$ cat config.mk
export PLATFORM = sky130hd
export DESIGN_NAME = cpu_mem_master
export DESIGN_NICKNAME = d
export VERILOG_FILES = /design/src/rtl/cpu_mem_master.sv
export SDC_FILE = /design/constraint.sdc
export NUM_CORES = 1
export LEC_CHECK = 0
export CAP_MARGIN = 15
export CORE_MARGIN = 8
export CORE_UTILIZATION = 29
export CTS_CLUSTER_SIZE = 28
export DETAILED_ROUTE_END_ITERATION = 10
export GPL_TIMING_DRIVEN = 0
export REMOVE_ABC_BUFFERS = 1
export SLEW_MARGIN = 25
export SYNTH_ARGS = -nofsm -noshare
export SYNTH_HDL_FRONTEND = slang
export SYNTH_SLANG_ARGS = --single-unit
$ cat constraint.sdc
create_clock -name sys_clk -period 2.7 [get_ports sys_clk]
set_input_delay 0.27 -clock sys_clk [delete_from_list [all_inputs] [get_ports sys_clk]]
set_output_delay 0.27 -clock sys_clk [all_outputs]
set_load 0.01 [all_outputs]
$ cat src/rtl/cpu_mem_master.sv
// cpu_mem_master: single-outstanding initiator for the cpu_mem bus.
// A command accepted in IDLE is driven on the bus in REQ until the responder
// pulses cpu_mem_ready or the timeout counter expires, then the result is
// offered on the response channel in RSP until the client takes it.
//
// Handshake rule for both client channels (cmd_*, rsp_*): a transfer happens
// on a rising edge where valid and ready are both high; the initiator keeps
// valid and its payload stable until that edge, and ready never depends
// combinationally on valid.
module cpu_mem_master #(
   parameter int ADDR_WIDTH = 32,
   parameter int DATA_WIDTH = 64,
   parameter int TIMEOUT    = 255
) (
   input  logic                  sys_clk,
   input  logic                  sys_rst_n,
   input  logic                  cmd_valid,
   output logic                  cmd_ready,
   input  logic                  cmd_write,
   input  logic [ADDR_WIDTH-1:0] cmd_addr,
   input  logic [DATA_WIDTH-1:0] cmd_wdata,
   output logic                  rsp_valid,
   input  logic                  rsp_ready,
   output logic                  rsp_write,
   output logic                  rsp_err,
   output logic [DATA_WIDTH-1:0] rsp_rdata,
   output logic                  cpu_mem_valid,
   output logic                  cpu_mem_write,
   output logic [ADDR_WIDTH-1:0] cpu_mem_addr,
   output logic [DATA_WIDTH-1:0] cpu_mem_wdata,
   input  logic [DATA_WIDTH-1:0] cpu_mem_rdata,
   input  logic                  cpu_mem_ready,
   output logic                  busy,
   output logic [7:0]            err_cnt,
   output logic [1:0]            dbg_state
);

   typedef enum logic [1:0] {
      IDLE = 2'd0,
      REQ  = 2'd1,
      RSP  = 2'd2
   } state_t;

   // Counter value on the last cycle the request may stay unanswered.
   localparam logic [15:0] TMO_LAST = 16'(TIMEOUT - 1);

   state_t                state_q, state_d;
   logic [15:0]           cnt_q, cnt_d;
   logic                  write_q, write_d;
   logic [ADDR_WIDTH-1:0] addr_q, addr_d;
   logic [DATA_WIDTH-1:0] wdata_q, wdata_d;
   logic [DATA_WIDTH-1:0] rdata_q, rdata_d;
   logic                  err_q, err_d;
   logic [7:0]            err_cnt_q, err_cnt_d;
   // Low while in reset and for the first cycle after release, so that
   // cmd_ready reads 0 during reset and rises on the first clock after it.
   logic                  live_q;

   // State and datapath registers; reset drops any in-flight transaction.
   always_ff @(posedge sys_clk or negedge sys_rst_n) begin
      if (!sys_rst_n) begin
         state_q   <= IDLE;
         cnt_q     <= '0;
         write_q   <= 1'b0;
         addr_q    <= '0;
         wdata_q   <= '0;
         rdata_q   <= '0;
         err_q     <= 1'b0;
         err_cnt_q <= '0;
         live_q    <= 1'b0;
      end else begin
         state_q   <= state_d;
         cnt_q     <= cnt_d;
         write_q   <= write_d;
         addr_q    <= addr_d;
         wdata_q   <= wdata_d;
         rdata_q   <= rdata_d;
         err_q     <= err_d;
         err_cnt_q <= err_cnt_d;
         live_q    <= 1'b1;
      end
   end

   // Next-state logic: accept in IDLE, wait for ready or timeout in REQ,
   // hold the response in RSP. Inputs outside their state are ignored.
   always_comb begin
      state_d   = state_q;
      cnt_d     = cnt_q;
      write_d   = write_q;
      addr_d    = addr_q;
      wdata_d   = wdata_q;
      rdata_d   = rdata_q;
      err_d     = err_q;
      err_cnt_d = err_cnt_q;
      case (state_q)
         IDLE: begin
            if (live_q && cmd_valid) begin
               write_d = cmd_write;
               addr_d  = cmd_addr;
               wdata_d = cmd_wdata;
               cnt_d   = '0;
               state_d = REQ;
            end
         end
         REQ: begin
            // Ready is checked first so it wins over a coincident timeout.
            if (cpu_mem_ready) begin
               rdata_d = write_q ? '0 : cpu_mem_rdata;
               err_d   = 1'b0;
               state_d = RSP;
            end else if (cnt_q == TMO_LAST) begin
               rdata_d = '0;
               err_d   = 1'b1;
               if (err_cnt_q != 8'hFF) begin
                  err_cnt_d = err_cnt_q + 8'd1;
               end
               state_d = RSP;
            end else begin
               cnt_d = cnt_q + 16'd1;
            end
         end
         RSP: begin
            if (rsp_ready) begin
               state_d = IDLE;
            end
         end
         default: begin
            state_d = IDLE;
         end
      endcase
   end

   // Outputs are decoded from registers only.
   always_comb begin
      cmd_ready     = live_q && (state_q == IDLE);
      cpu_mem_valid = (state_q == REQ);
      rsp_valid     = (state_q == RSP);
      cpu_mem_write = write_q && (state_q == REQ);
      cpu_mem_addr  = addr_q;
      cpu_mem_wdata = wdata_q;
      rsp_write     = write_q && (state_q == RSP);
      rsp_err       = err_q;
      rsp_rdata     = rdata_q;
      busy          = (state_q != IDLE);
      err_cnt       = err_cnt_q;
      dbg_state     = state_q;
   end

endmodule

==> results.md <==
- Status: complete, no violations
- VDD IR-drop max: 409 µV
- DPL Wire Length: 18300 µm
- Cell area after layout: 12100 µm²
- DR vias: 6404
- Inserted Diodes: 0
- Initial core utilization: 0.294
- Initial DRT Pass Iterations: 4
- Crit share post-route: 0.968
- Vias per inst: 4.57
- M1 GR Usage: 0.199
- Worst Setup EP: cnt_q[1]$_DFFE_PN0P_
- Post-DP Area: 11300 µm²
- CTS Root Cell: clkbuf_16
- Most common flop cell mapped by yosys: dfrtp_1
- Largest family of logic cells by synthesized area: simple AND/OR/NAND/NOR gates
- Core area: 25000 µm²
- Worst-path fanout max: 14
- Largest cells by area after synthesis: dfrtp_1 64%, nand2_1 15%, a22o_1 7.6%
- Drt first-iter violations: 431
- Antenna Violating Nets Remaining: 0
- Vias in the first global route: about 6500
- Row Count: slightly below 60
- Adder-Cell Fraction of Synth Area: 0.00510
- CP cell instances: inv_1 -> ha_1 -> or4b_4 -> or4_4 -> a21oi_2 -> inv_2 -> mux2_1
- Critical path's largest stage delay: a little over 600 ps
- CTS Buf Count: 17
- Nets@finish: 1229
- Clock Power Share: 0.249
- Mapped Avg Cell Area: roughly 10 µm²
- Clock slew at reported path FFs: 70 ps
- Commonest cells after routing, fill and taps aside: 341 x clkdlybuf4s50_1, 303 x nand2_1, 189 x dfrtp_1, 64 x a22o_1, 18 x a31oi_1
- Final hold viol count: 0
- #FFs+latches synth: ~190
- GRT Util Overall: 0.161
- Setup Viol. Count Final: 0
- GPL Wtd Cong: around 0.74
- DIE HEIGHT: 175 µm
- Compound-Gate Fraction of Synth Area: 0.112
- Tot Pwr: between 10 and 15 mW
- Psw: 3.56 mW
- Initial antenna violation count: 0
- Max Root-Sink Buffers: 2
- CP Capture Type: register
- Comb power frac: 0.372
- Simple logic cell fraction of the synthesized area: 0.203
- Worst slew pin tran: 670 ps
- Setup crit start kind: register
- Skew final: approximately 11 ps
- # DRC: 0
- Share of cell area taken by muxes after synthesis: 0.00306
- Synth area leader: dfrtp_1
- Fin crit period: 2610 ps
- First-pass GRT wire length: 39000 µm
- Max-Cap Viols: 0
- Number of synthesized flops with an enable pin: 0
- Clk_lat worst skew: 420 ps
- Post-synthesis xor/xnor area fraction: 0.00832
- CTS tree: done
- Pleak: 5.65 nW
- CP startpoint: cnt_q[0]$_DFFE_PN0P_
- Count of cell types in the netlist: 42
- Synth Cell Area: approximately 7400 µm²
- Clock sinks: 189
- YS warnings: 0
- Final Util: 0.483
- Post-Synthesis Cells: 716
- Max Fclk: between 0.3 and 0.4 GHz
- Ys async rst share: 1.00
- Register area share after synthesis: 0.642
- Share of cells above drive strength 1: 0.0598
- Worst-case reg-to-reg path depth: 7
- PortBufs: 342
- Yosys top cell area share: 0.642
- I/O pin count: 343
- CTS H-tree lvls: 4
- Commonest non-fill, non-tap cell in the layout: clkdlybuf4s50_1
- Wire per inst: 18.2 µm
- Met2 Usage GRT: 0.250
- GRT Max-Usage Layer: met2
- Grt ovf: 0
- Die area: slightly above 30000 µm²
- Die W: 175 µm
- FF-to-FF Start: cnt_q[0]$_DFFE_PN0P_
- Req. time, crit path: about 3000 ps
- Layout area overhead: 64.1%
- Reg2reg setup slack: 90 ps
- P per Cell Area: 963 nW/µm²
- Final WL: 25400 µm
- Sequential share of power: 0.379
- Sw Ratio: 0.306
- Hold crit path type: in -> async
- Slew HR: 0.551
- Arrival @ worst endpoint: 2920 ps
- Internal Pwr Total: 8.08 mW
- RR Endpoint: cnt_q[1]$_DFFE_PN0P_
- Met3 global-route usage: 0.0717
- Pin count of the biggest net entering global routing: 88
- Pins Over Slew Limit: 0
- RSZ-0062 raised after global routing: false
- Slowest CP cell: or4_4
- CP Class: reg -> reg
==> metal layers <==
layer,share of wire,up-vias
met5,0,-
met4,0.016,0
met3,0.11,22
met2,0.45,266
met1,0.43,3038
li1,-,3078
==> worst min-delay path by stage <==
stage | startpoint | end | slack (ps) | cells past startpoint
2_1_floorplan | sys_rst_n | cnt_q[0]$_DFFE_PN0P_ | -30 | 0
3_3_place_gp | cpu_mem_wdata[9]$_DFFE_PN0P_ | cpu_mem_wdata[9]$_DFFE_PN0P_ | 460 | 2
3_5_place_dp | sys_rst_n | rsp_rdata[62]$_DFFE_PN0P_ | 130 | 1
4_1_cts | sys_rst_n | rsp_rdata[62]$_DFFE_PN0P_ | 270 | 2
5_1_grt | sys_rst_n | rsp_rdata[10]$_DFFE_PN0P_ | 290 | 2
6_report | sys_rst_n | rsp_rdata[47]$_DFFE_PN0P_ | 290 | 2
==> registers in the layout, summed over array words and instances (netlist names) <==
signal	cells
rsp_rdata	64
dbg_state	2
err_cnt	8
rsp_err	1
live_q	1
cpu_mem_addr	32
write_q	1
cpu_mem_wdata	64
cnt_q	16
==> kinds of logic after synthesis <==
| group | Yosys count |
|---|---|
| buffers and inverters | 47 |
| multiplexers | 2 |
| XOR/XNOR | 7 |
| AO/OA/AOI/OAI | 105 |
| flip-flops | 189 |
| AND/OR/NAND/NOR | 362 |
| other | 1 |
| adder cells (fa/ha/maj) | 3 |
==> repair_timing <==
action / 4_1_cts / 5_1_grt
gates resized for setup: 2 / 1
setup buffers: 0 / 11
hold endpoints to repair: 22 / 0
cloned: 1 / 0
endpoints found under the setup margin: 28 / 27
hold buffers: 1 / 0
pin swaps: 1 / 3
==> worst max-delay path, delay by kind of cell (launching register included) <==
family / cells / cell delay, ps
and+or+nand+nor: 2 / 1120
buffers and inverters: 2 / 260
AOI/OAI and AO/OA: 1 / 180
adders and majority gates: 1 / 170
DFF: 1 / 440
muxes: 1 / 330
==> Yosys cell counts (2+ instances only) <==
cell type,n
o211ai_1,5
nand3_1,10
mux2_1,2
nor3_1,8
and2_1,3
o21ai_0,3
inv_1,6
a22o_1,64
buf_2,6
ha_1,3
or3_1,2
buf_1,3
nand2_1,304
a21oi_1,4
nor2_1,12
clkbuf_1,29
xor2_1,7
nor3b_1,2
nand2b_1,5
a31oi_1,18
dfrtp_1,189
nand4_1,8
o21ai_1,4
==> metrics by stage <==
stage               std cells  setup TNS, ps  hold WS [ps]  worst slack [ps]
floorplan                 677         -74850         -25.6              -744
global placement         1349       -1665400           457             -7070
detailed placement       1358          -1450           132             -61.3
CTS                      1389              0           266              40.1
global route             1400              0           294              7.16
finish                   1400              0           286              86.4
==> cell type report <==
cell class / count / area [µm²]
fill: 2333 / 12900
clock buffer: 17 / 425
tap: 330 / 413
clock inverter: 12 / 233
multi-input combinational: 481 / 2500
sequential: 189 / 4730
timing repair buffer: 363 / 3760
inverter: 8 / 31.3
==> power groups by stage <==
stage | Clock [mW] | Combinational, mW | Sequential [mW]
floorplan | 0 | 1.04 | 4.88
global placement | 0 | 4.33 | 4.43
detailed placement | 0 | 4.38 | 4.46
CTS | 2.98 | 4.41 | 4.42
global route | 3.07 | 4.68 | 4.54
finish | 2.89 | 4.33 | 4.42
Power figures use the tool's default switching activity.
